===== config.mk =====
export PLATFORM = sky130hd
export DESIGN_NAME = meter_io_flat
export DESIGN_NICKNAME = d
export VERILOG_FILES = /design/src/rtl/meter_io_if.sv /design/src/rtl/meter_io.sv /design/src/flat_wrapper.sv
export SDC_FILE = /design/constraint.sdc
export NUM_CORES = 1
export LEC_CHECK = 0
export BUFFER_PORTS_ARGS = -buffer_cell sky130_fd_sc_hd__buf_2
export CAP_MARGIN = 0
export CORE_MARGIN = 10
export CORE_UTILIZATION = 45
export DETAILED_ROUTE_END_ITERATION = 8
export HOLD_SLACK_MARGIN = 0.08
export PLACE_DENSITY = 0.63
export SYNTH_ARGS = -nofsm -noshare
export SYNTH_HDL_FRONTEND = slang
export SYNTH_SLANG_ARGS = --single-unit

===== constraint.sdc =====
create_clock -name clk_i -period 5.3 [get_ports clk_i]
set_clock_uncertainty 0.05 [all_clocks]
set_input_delay 0.53 -clock clk_i [delete_from_list [all_inputs] [get_ports clk_i]]
set_output_delay 0.53 -clock clk_i [all_outputs]
set_load 0.05 [all_outputs]

===== src/rtl/meter_io_if.sv =====
// Bus port of the meter_io peripheral: CPU-side select, strobes, write data and registered read data.
interface meter_io_if;
  logic        sel;
  logic [2:0]  addr;
  logic        nrd;
  logic [3:0]  nwr;
  logic [31:0] wdata;
  logic [31:0] rdata;

  modport master (output sel, addr, nrd, nwr, wdata, input rdata);
  modport slave  (input sel, addr, nrd, nwr, wdata, output rdata);
endinterface


===== src/rtl/meter_io.sv =====
// Memory-mapped I/O peripheral: debounced buttons, quadrature encoder, open-drain/push-pull pins,
// periodic timer and a maskable interrupt aggregator. Reads return one clock after the strobe.
module meter_io #(
  parameter int                    IN_COUNT           = 3,
  parameter int                    OUT_COUNT          = 1,
  parameter int                    OD_COUNT           = 2,
  parameter int                    DEBOUNCE_BITS      = 16,
  parameter int                    ENC_BITS           = 16,
  parameter int                    TIMER_BITS         = 23,
  parameter logic [TIMER_BITS-1:0] TIMER_RESET_RELOAD = 23'h7FFFFF
) (
  input  logic                 clk_i,
  input  logic                 rst_i,
  meter_io_if.slave            bus,
  input  logic [IN_COUNT-1:0]  in_pins_i,
  input  logic                 enc_a_i,
  input  logic                 enc_b_i,
  input  logic [OD_COUNT-1:0]  od_in_i,
  output logic [OD_COUNT-1:0]  od_release_o,
  output logic [OUT_COUNT-1:0] out_pins_o,
  output logic                 irq_o
);

  localparam logic [2:0] A_INPUT  = 3'd0;
  localparam logic [2:0] A_OUTPUT = 3'd1;
  localparam logic [2:0] A_ENC    = 3'd2;
  localparam logic [2:0] A_RELOAD = 3'd3;
  localparam logic [2:0] A_STAT   = 3'd4;
  localparam logic [2:0] A_EN     = 3'd5;

  logic [IN_COUNT-1:0]      in_s1_q, in_s2_q;
  logic [1:0]               enc_s1_q, enc_s2_q, enc_prev_q;
  logic [OD_COUNT-1:0]      od_s1_q, od_s2_q;
  logic [IN_COUNT-1:0]      db_q, db_d;
  logic [DEBOUNCE_BITS-1:0] db_cnt_q [IN_COUNT];
  logic [DEBOUNCE_BITS-1:0] db_cnt_d [IN_COUNT];
  logic [OUT_COUNT-1:0]     out_q, out_d;
  logic [OD_COUNT-1:0]      od_q, od_d;
  logic [ENC_BITS-1:0]      enc_q, enc_d;
  logic [TIMER_BITS-1:0]    tmr_cnt_q, tmr_cnt_d;
  logic [TIMER_BITS-1:0]    tmr_reload_q, tmr_reload_d;
  logic [2:0]               irq_stat_q, irq_stat_d;
  logic [2:0]               irq_en_q, irq_en_d;
  logic [31:0]              rdata_q, rdata_d;

  logic        wr_en, rd_en, press, enc_up, enc_dn, tmr_evt;
  logic [31:0] byte_m, rd_word, wr_word, clr_word;
  logic        unused_bits;

  // Successor in the forward quadrature sequence 00->01->11->10->00, packed {a,b}.
  function automatic logic [1:0] enc_fwd(input logic [1:0] s);
    case (s)
      2'b00:   enc_fwd = 2'b01;
      2'b01:   enc_fwd = 2'b11;
      2'b11:   enc_fwd = 2'b10;
      default: enc_fwd = 2'b00;
    endcase
  endfunction

  assign wr_en    = bus.sel && (bus.nwr != 4'b1111);
  assign rd_en    = bus.sel && !bus.nrd;
  assign byte_m   = {{8{~bus.nwr[3]}}, {8{~bus.nwr[2]}}, {8{~bus.nwr[1]}}, {8{~bus.nwr[0]}}};
  // Byte-lane merge of write data into the current value of the addressed register.
  assign wr_word  = (rd_word & ~byte_m) | (bus.wdata & byte_m);
  assign clr_word = bus.wdata & byte_m;
  assign unused_bits = ^{wr_word, clr_word};

  assign enc_up = (enc_s2_q == enc_fwd(enc_prev_q));
  assign enc_dn = (enc_prev_q == enc_fwd(enc_s2_q));

  always_comb begin
    rd_word = '0;
    case (bus.addr)
      A_INPUT: begin
        rd_word[IN_COUNT-1:0]    = db_q;
        rd_word[16 +: OD_COUNT]  = od_s2_q;
        rd_word[24]              = enc_s2_q[1];
        rd_word[25]              = enc_s2_q[0];
      end
      A_OUTPUT: begin
        rd_word[OUT_COUNT-1:0]   = out_q;
        rd_word[16 +: OD_COUNT]  = od_q;
      end
      A_ENC:    rd_word = 32'($signed(enc_q));
      A_RELOAD: rd_word = 32'(tmr_reload_q);
      A_STAT:   rd_word[2:0] = irq_stat_q;
      A_EN:     rd_word[2:0] = irq_en_q;
      default:  rd_word = '0;
    endcase
  end

  always_comb begin
    db_d  = db_q;
    press = 1'b0;
    for (int i = 0; i < IN_COUNT; i++) begin
      db_cnt_d[i] = '0;
      if (in_s2_q[i] != db_q[i]) begin
        if (&db_cnt_q[i]) begin
          db_d[i] = in_s2_q[i];
          press   = press | db_q[i];
        end else begin
          db_cnt_d[i] = db_cnt_q[i] + DEBOUNCE_BITS'(1);
        end
      end
    end
  end

  always_comb begin
    out_d        = out_q;
    od_d         = od_q;
    enc_d        = enc_q;
    tmr_cnt_d    = tmr_cnt_q;
    tmr_reload_d = tmr_reload_q;
    irq_en_d     = irq_en_q;
    tmr_evt      = 1'b0;
    rdata_d      = rd_en ? rd_word : rdata_q;

    if (wr_en && bus.addr == A_OUTPUT) begin
      out_d = wr_word[OUT_COUNT-1:0];
      od_d  = wr_word[16 +: OD_COUNT];
    end

    // A CPU load of the count takes priority over a simultaneous step.
    if (wr_en && bus.addr == A_ENC) begin
      enc_d = wr_word[ENC_BITS-1:0];
    end else if (enc_up) begin
      enc_d = enc_q + ENC_BITS'(1);
    end else if (enc_dn) begin
      enc_d = enc_q - ENC_BITS'(1);
    end

    if (wr_en && bus.addr == A_RELOAD) begin
      tmr_reload_d = wr_word[TIMER_BITS-1:0];
      tmr_cnt_d    = wr_word[TIMER_BITS-1:0];
    end else if (tmr_reload_q == '0) begin
      tmr_cnt_d = '0;
    end else if (tmr_cnt_q == '0) begin
      tmr_cnt_d = tmr_reload_q;
      tmr_evt   = 1'b1;
    end else begin
      tmr_cnt_d = tmr_cnt_q - TIMER_BITS'(1);
    end

    if (wr_en && bus.addr == A_EN) begin
      irq_en_d = wr_word[2:0];
    end

    // Hardware sets are OR'd after the clear so a coincident event is never lost.
    irq_stat_d = irq_stat_q;
    if (wr_en && bus.addr == A_STAT) begin
      irq_stat_d = irq_stat_q & ~clr_word[2:0];
    end
    irq_stat_d = irq_stat_d | {press, (enc_up || enc_dn) && !(wr_en && bus.addr == A_ENC), tmr_evt};
  end

  always_ff @(posedge clk_i or posedge rst_i) begin
    if (rst_i) begin
      in_s1_q      <= '1;
      in_s2_q      <= '1;
      enc_s1_q     <= '1;
      enc_s2_q     <= '1;
      enc_prev_q   <= '1;
      od_s1_q      <= '1;
      od_s2_q      <= '1;
      db_q         <= '1;
      for (int i = 0; i < IN_COUNT; i++) db_cnt_q[i] <= '0;
      out_q        <= '1;
      od_q         <= '1;
      enc_q        <= '0;
      tmr_reload_q <= TIMER_RESET_RELOAD;
      tmr_cnt_q    <= TIMER_RESET_RELOAD;
      irq_stat_q   <= '0;
      irq_en_q     <= '0;
      rdata_q      <= '0;
    end else begin
      in_s1_q      <= in_pins_i;
      in_s2_q      <= in_s1_q;
      enc_s1_q     <= {enc_a_i, enc_b_i};
      enc_s2_q     <= enc_s1_q;
      enc_prev_q   <= enc_s2_q;
      od_s1_q      <= od_in_i;
      od_s2_q      <= od_s1_q;
      db_q         <= db_d;
      for (int i = 0; i < IN_COUNT; i++) db_cnt_q[i] <= db_cnt_d[i];
      out_q        <= out_d;
      od_q         <= od_d;
      enc_q        <= enc_d;
      tmr_reload_q <= tmr_reload_d;
      tmr_cnt_q    <= tmr_cnt_d;
      irq_stat_q   <= irq_stat_d;
      irq_en_q     <= irq_en_d;
      rdata_q      <= rdata_d;
    end
  end

  assign bus.rdata    = rdata_q;
  assign od_release_o = od_q;
  assign out_pins_o   = out_q;
  assign irq_o        = |(irq_stat_q & irq_en_q);

endmodule


===== src/flat_wrapper.sv =====
// flat-port wrapper written by rule: the top's interface ports become plain ports
module meter_io_flat 
#(
  parameter int                    IN_COUNT           = 3,
  parameter int                    OUT_COUNT          = 1,
  parameter int                    OD_COUNT           = 2,
  parameter int                    DEBOUNCE_BITS      = 16,
  parameter int                    ENC_BITS           = 16,
  parameter int                    TIMER_BITS         = 23,
  parameter logic [TIMER_BITS-1:0] TIMER_RESET_RELOAD = 23'h7FFFFF
)
  (clk_i, rst_i, in_pins_i, enc_a_i, enc_b_i, od_in_i, od_release_o, out_pins_o, irq_o, bus_sel, bus_addr, bus_nrd, bus_nwr, bus_wdata, bus_rdata);
  meter_io_if bus_i ();
  input  logic clk_i;
  input  logic rst_i;
  input  logic [IN_COUNT-1:0] in_pins_i;
  input  logic enc_a_i;
  input  logic enc_b_i;
  input  logic [OD_COUNT-1:0] od_in_i;
  output logic [OD_COUNT-1:0] od_release_o;
  output logic [OUT_COUNT-1:0] out_pins_o;
  output logic irq_o;
  input wire logic [$bits(bus_i.sel)-1:0] bus_sel;
  input wire logic [$bits(bus_i.addr)-1:0] bus_addr;
  input wire logic [$bits(bus_i.nrd)-1:0] bus_nrd;
  input wire logic [$bits(bus_i.nwr)-1:0] bus_nwr;
  input wire logic [$bits(bus_i.wdata)-1:0] bus_wdata;
  output wire logic [$bits(bus_i.rdata)-1:0] bus_rdata;
  assign bus_i.sel = bus_sel;
  assign bus_i.addr = bus_addr;
  assign bus_i.nrd = bus_nrd;
  assign bus_i.nwr = bus_nwr;
  assign bus_i.wdata = bus_wdata;
  assign bus_rdata = bus_i.rdata;
  meter_io #(.IN_COUNT(IN_COUNT), .OUT_COUNT(OUT_COUNT), .OD_COUNT(OD_COUNT), .DEBOUNCE_BITS(DEBOUNCE_BITS), .ENC_BITS(ENC_BITS), .TIMER_BITS(TIMER_BITS), .TIMER_RESET_RELOAD(TIMER_RESET_RELOAD)) u_core (.clk_i(clk_i), .rst_i(rst_i), .bus(bus_i), .in_pins_i(in_pins_i), .enc_a_i(enc_a_i), .enc_b_i(enc_b_i), .od_in_i(od_in_i), .od_release_o(od_release_o), .out_pins_o(out_pins_o), .irq_o(irq_o));
endmodule

==> reports/qor.yml <==
die:
  num_rows: 50
  dieArea_sq_um: 25300
  top_level_ports: 86
  core_sq_um: 18900
  fp.dieH_um: 159
  die_w_um: 159
  floorplan.initialDensity_pct: 46.1
synth:
  synth_flop_cell: "dfrtp_1"
  synth_seq_cells: 165
  syn-num-nets: 970
  synthCells: 896
  synth_edf_count: 0
  synthTopCellsByArea: "dfrtp_1, dfstp_2, nand2_1"
  synth_seq_area_share_pct: 48.3
  synthArstFlopShare_pct: 100
  yosysTopAreaCell: "dfrtp_1"
  synth_top_area_share_pct: 27.8
  yosys_warnings: 0
  syn_area_per_cell_sq_um: 9.73
  synthesis.area_sq_um: 8720
  synthDistinctLibCells: 57
critical_path:
  worstPathArrival_ns: 3.55
  worst-setup-path-type: "reg -> reg"
  crit_required_ns: 5.56
  reg2reg_depth: 11
  r2r_end: "u_core.enc_q[12]"
  crit_path_end: "u_core.enc_q[12]"
  crit_path_start_kind: "register"
  cp_max_fo: 22
  r2r-start: "u_core.enc_s2_q[1]"
  end_kind: "register"
  r2r_slack_ns: 2.02
  startpoint: "u_core.enc_s2_q[1]"
layout:
  num-fill-cells: 1789
  syn_to_final_growth_pct: 13.5
  final_cell_area_sq_um: 9890
  seqCellArea_sq_um: 4210
  multi_input_area_sq_um: 4240
  mostFrequentLayoutCell: "nand2_1"
  final_layout_size_suffix_gt1_share_pct: 21.9
  fin_nets: 1030
  final_cell_mix: "nand2_1, nor2_1, dfrtp_1"
  diodes: 0
pwr:
  p_leak_nw: 4.37
  powerDensity_nw_per_um2: 459
  peakVddDrop_mv: 0.262
clock_tree:
  worst_skew_pair.late_latency_ns: 0.43
  cts_root_buffer: "clkbuf_16"
  cts_max_level: 4
  cts_resized: 0
  cts.sinks: 165
  cts_buffers: 17
  clockBufferDepth: 2
  hold_buffers: 0
  cts_setup_buffers: 0
  cts_tree: "yes"
  clkTransAtPathRegs_ns: 0.07
drt:
  routedWlPerCell_um: 17.4
  dr_total_vias: 6609
  firstDrtPassIters: 5
  postRouteAntennaNets: 0
  routed_wl_um: 21400
  route.detailed.vias_per_inst: 5.38
  drt_iter0_markers: 473
  route.detailed.drc: 0
placement:
  dp_hpwl_um: 15400
  globalplace.congestion: 0.832
  postPlaceCellArea_sq_um: 9280
  io_buffers: 76
sta:
  rsz0062_at_grt: "false"
  hold_viol: 0
  finalMaxSlewViolations: 0
  max_slew.worst_pin.slew_ns: 1.18
  setup_viol: 0
  finalCritPeriodShare_pct: 61.9
  timing.fmax_mhz: 305
  layout_min_cycle_time_ns: 3.28
  slew_headroom_pct: 21.4
  tns_ns: 0
global_routing:
  grt_usage_pct: 16.9
  grt_overflow: 0
  grt_pass1_wl_um: 35100
  grt_antenna_before_repair: 1
  grt_pass1_vias: 6614
  grt_max_degree: 73
worst_hold_path:
  hold_class: "in -> reg"
run:
  maxCapViolations: 0
run_status:
  status: "finished clean"
-- synthesized netlist by cell type (7+ instances only) --
cell type  number
and3_1         10
nor4_1          8
nand2_1       113
clkbuf_1       27
nor2b_1         8
dfrtp_1        97
nand3_1        29
a21oi_1        35
mux2i_1        36
mux2_2         23
o22ai_1        20
o21ai_1        11
o31ai_1        15
nor3_1         16
nand2b_1        7
xnor2_1        38
xor2_1         36
nand4_1        16
inv_1          21
o21ai_0        53
nor2_1        101
a211oi_1        9
dfstp_2        68
ha_1           23
-- area by class of cell --
class                   count  share of cell area, %
inverters                  21                  0.847
repair buffers             81                   4.22
flip-flops and latches    165                   42.6
well taps                 260                   3.29
clock inverters             7                   1.20
clock buffers              25                   5.01
multi-input cells         670                   42.8
-- power breakdown --
part | switching, mW | internal (mW)
Sequential | 0.241 | 1.57
Clock | 0.496 | 0.793
Combinational | 0.828 | 0.610
Total | 1.57 | 2.97
-- metrics by stage --
stage	setup WS [ns]	instances	hold slack, ns	utilization (%)	power (mW)
2_1_floorplan	0.371	896	0.295	-	2.91
3_3_place_gp	2.07	1197	0.296	49.1	3.24
3_5_place_dp	1.99	1197	0.298	49.1	3.26
4_1_cts	1.99	1229	0.133	52.4	4.56
5_1_grt	1.74	1229	0.134	52.4	4.83
6_report	2.02	1229	0.147	52.4	4.54
-- logic make-up (layout without fill, tap and decap cells) --
group | count (synthesis) | in the layout | share of synthesized area [%]
compound gates | 177 | 177 | 12.3
mux | 59 | 59 | 7.10
buf+inv | 61 | 134 | 3.11
xor+xnor | 74 | 74 | 7.44
flops | 165 | 165 | 48.3
simple gates | 336 | 336 | 18.1
fa+ha+maj | 24 | 24 | 3.53
-- layer usage --
| layer | vias to the layer above | track usage (%) | share of wire [%] |
|---|---|---|---|
| li1 | 3279 | - | - |
| met1 | 3231 | 22.5 | 48 |
| met2 | 78 | 27.5 | 48 |
| met3 | 19 | 3.49 | 2.6 |
| met4 | 2 | 4.30 | 0.96 |
| met5 | - | 0 | 0.061 |
-- state kept, by name, indices dropped and copies added, names as in the netlist, 3 cells and up --
signal / count
u_core.db_q: 3
u_core.irq_en_q: 3
u_core.in_s1_q: 3
u_core.tmr_cnt_q: 23
u_core.bus.rdata: 27
u_core.db_cnt_q: 48
u_core.enc_q: 16
u_core.tmr_reload_q: 23
u_core.in_s2_q: 3
u_core.irq_stat_q: 3
-- how the worst min path moves through the flow --
stage | endpoint | slack, ns | cells after the start | startpoint
after floorplan | u_core.enc_s2_q[0] | 0.30 | 0 | u_core.enc_s1_q[0]
after global placement | u_core.in_s2_q[0] | 0.30 | 0 | u_core.in_s1_q[0]
after detailed placement | u_core.in_s2_q[2] | 0.30 | 0 | u_core.in_s1_q[2]
after CTS | u_core.od_s1_q[0] | 0.13 | 1 | od_in_i[0]
after global routing | u_core.od_s1_q[1] | 0.13 | 1 | od_in_i[1]
final | u_core.od_s1_q[1] | 0.15 | 1 | od_in_i[1]
-- worst max-delay path: stages, from the launching register on --
cell      delay (ns)
dfstp_2         0.55
xor2_1          0.27
or2_2           0.45
inv_1           0.10
fa_1            0.38
nor2b_1         0.18
o211ai_1        0.14
a21oi_1         0.25
nor2_1          0.08
a31oi_1         0.30
a211oi_1        0.12
o32ai_1         0.28
Power figures use the tool's default switching activity.
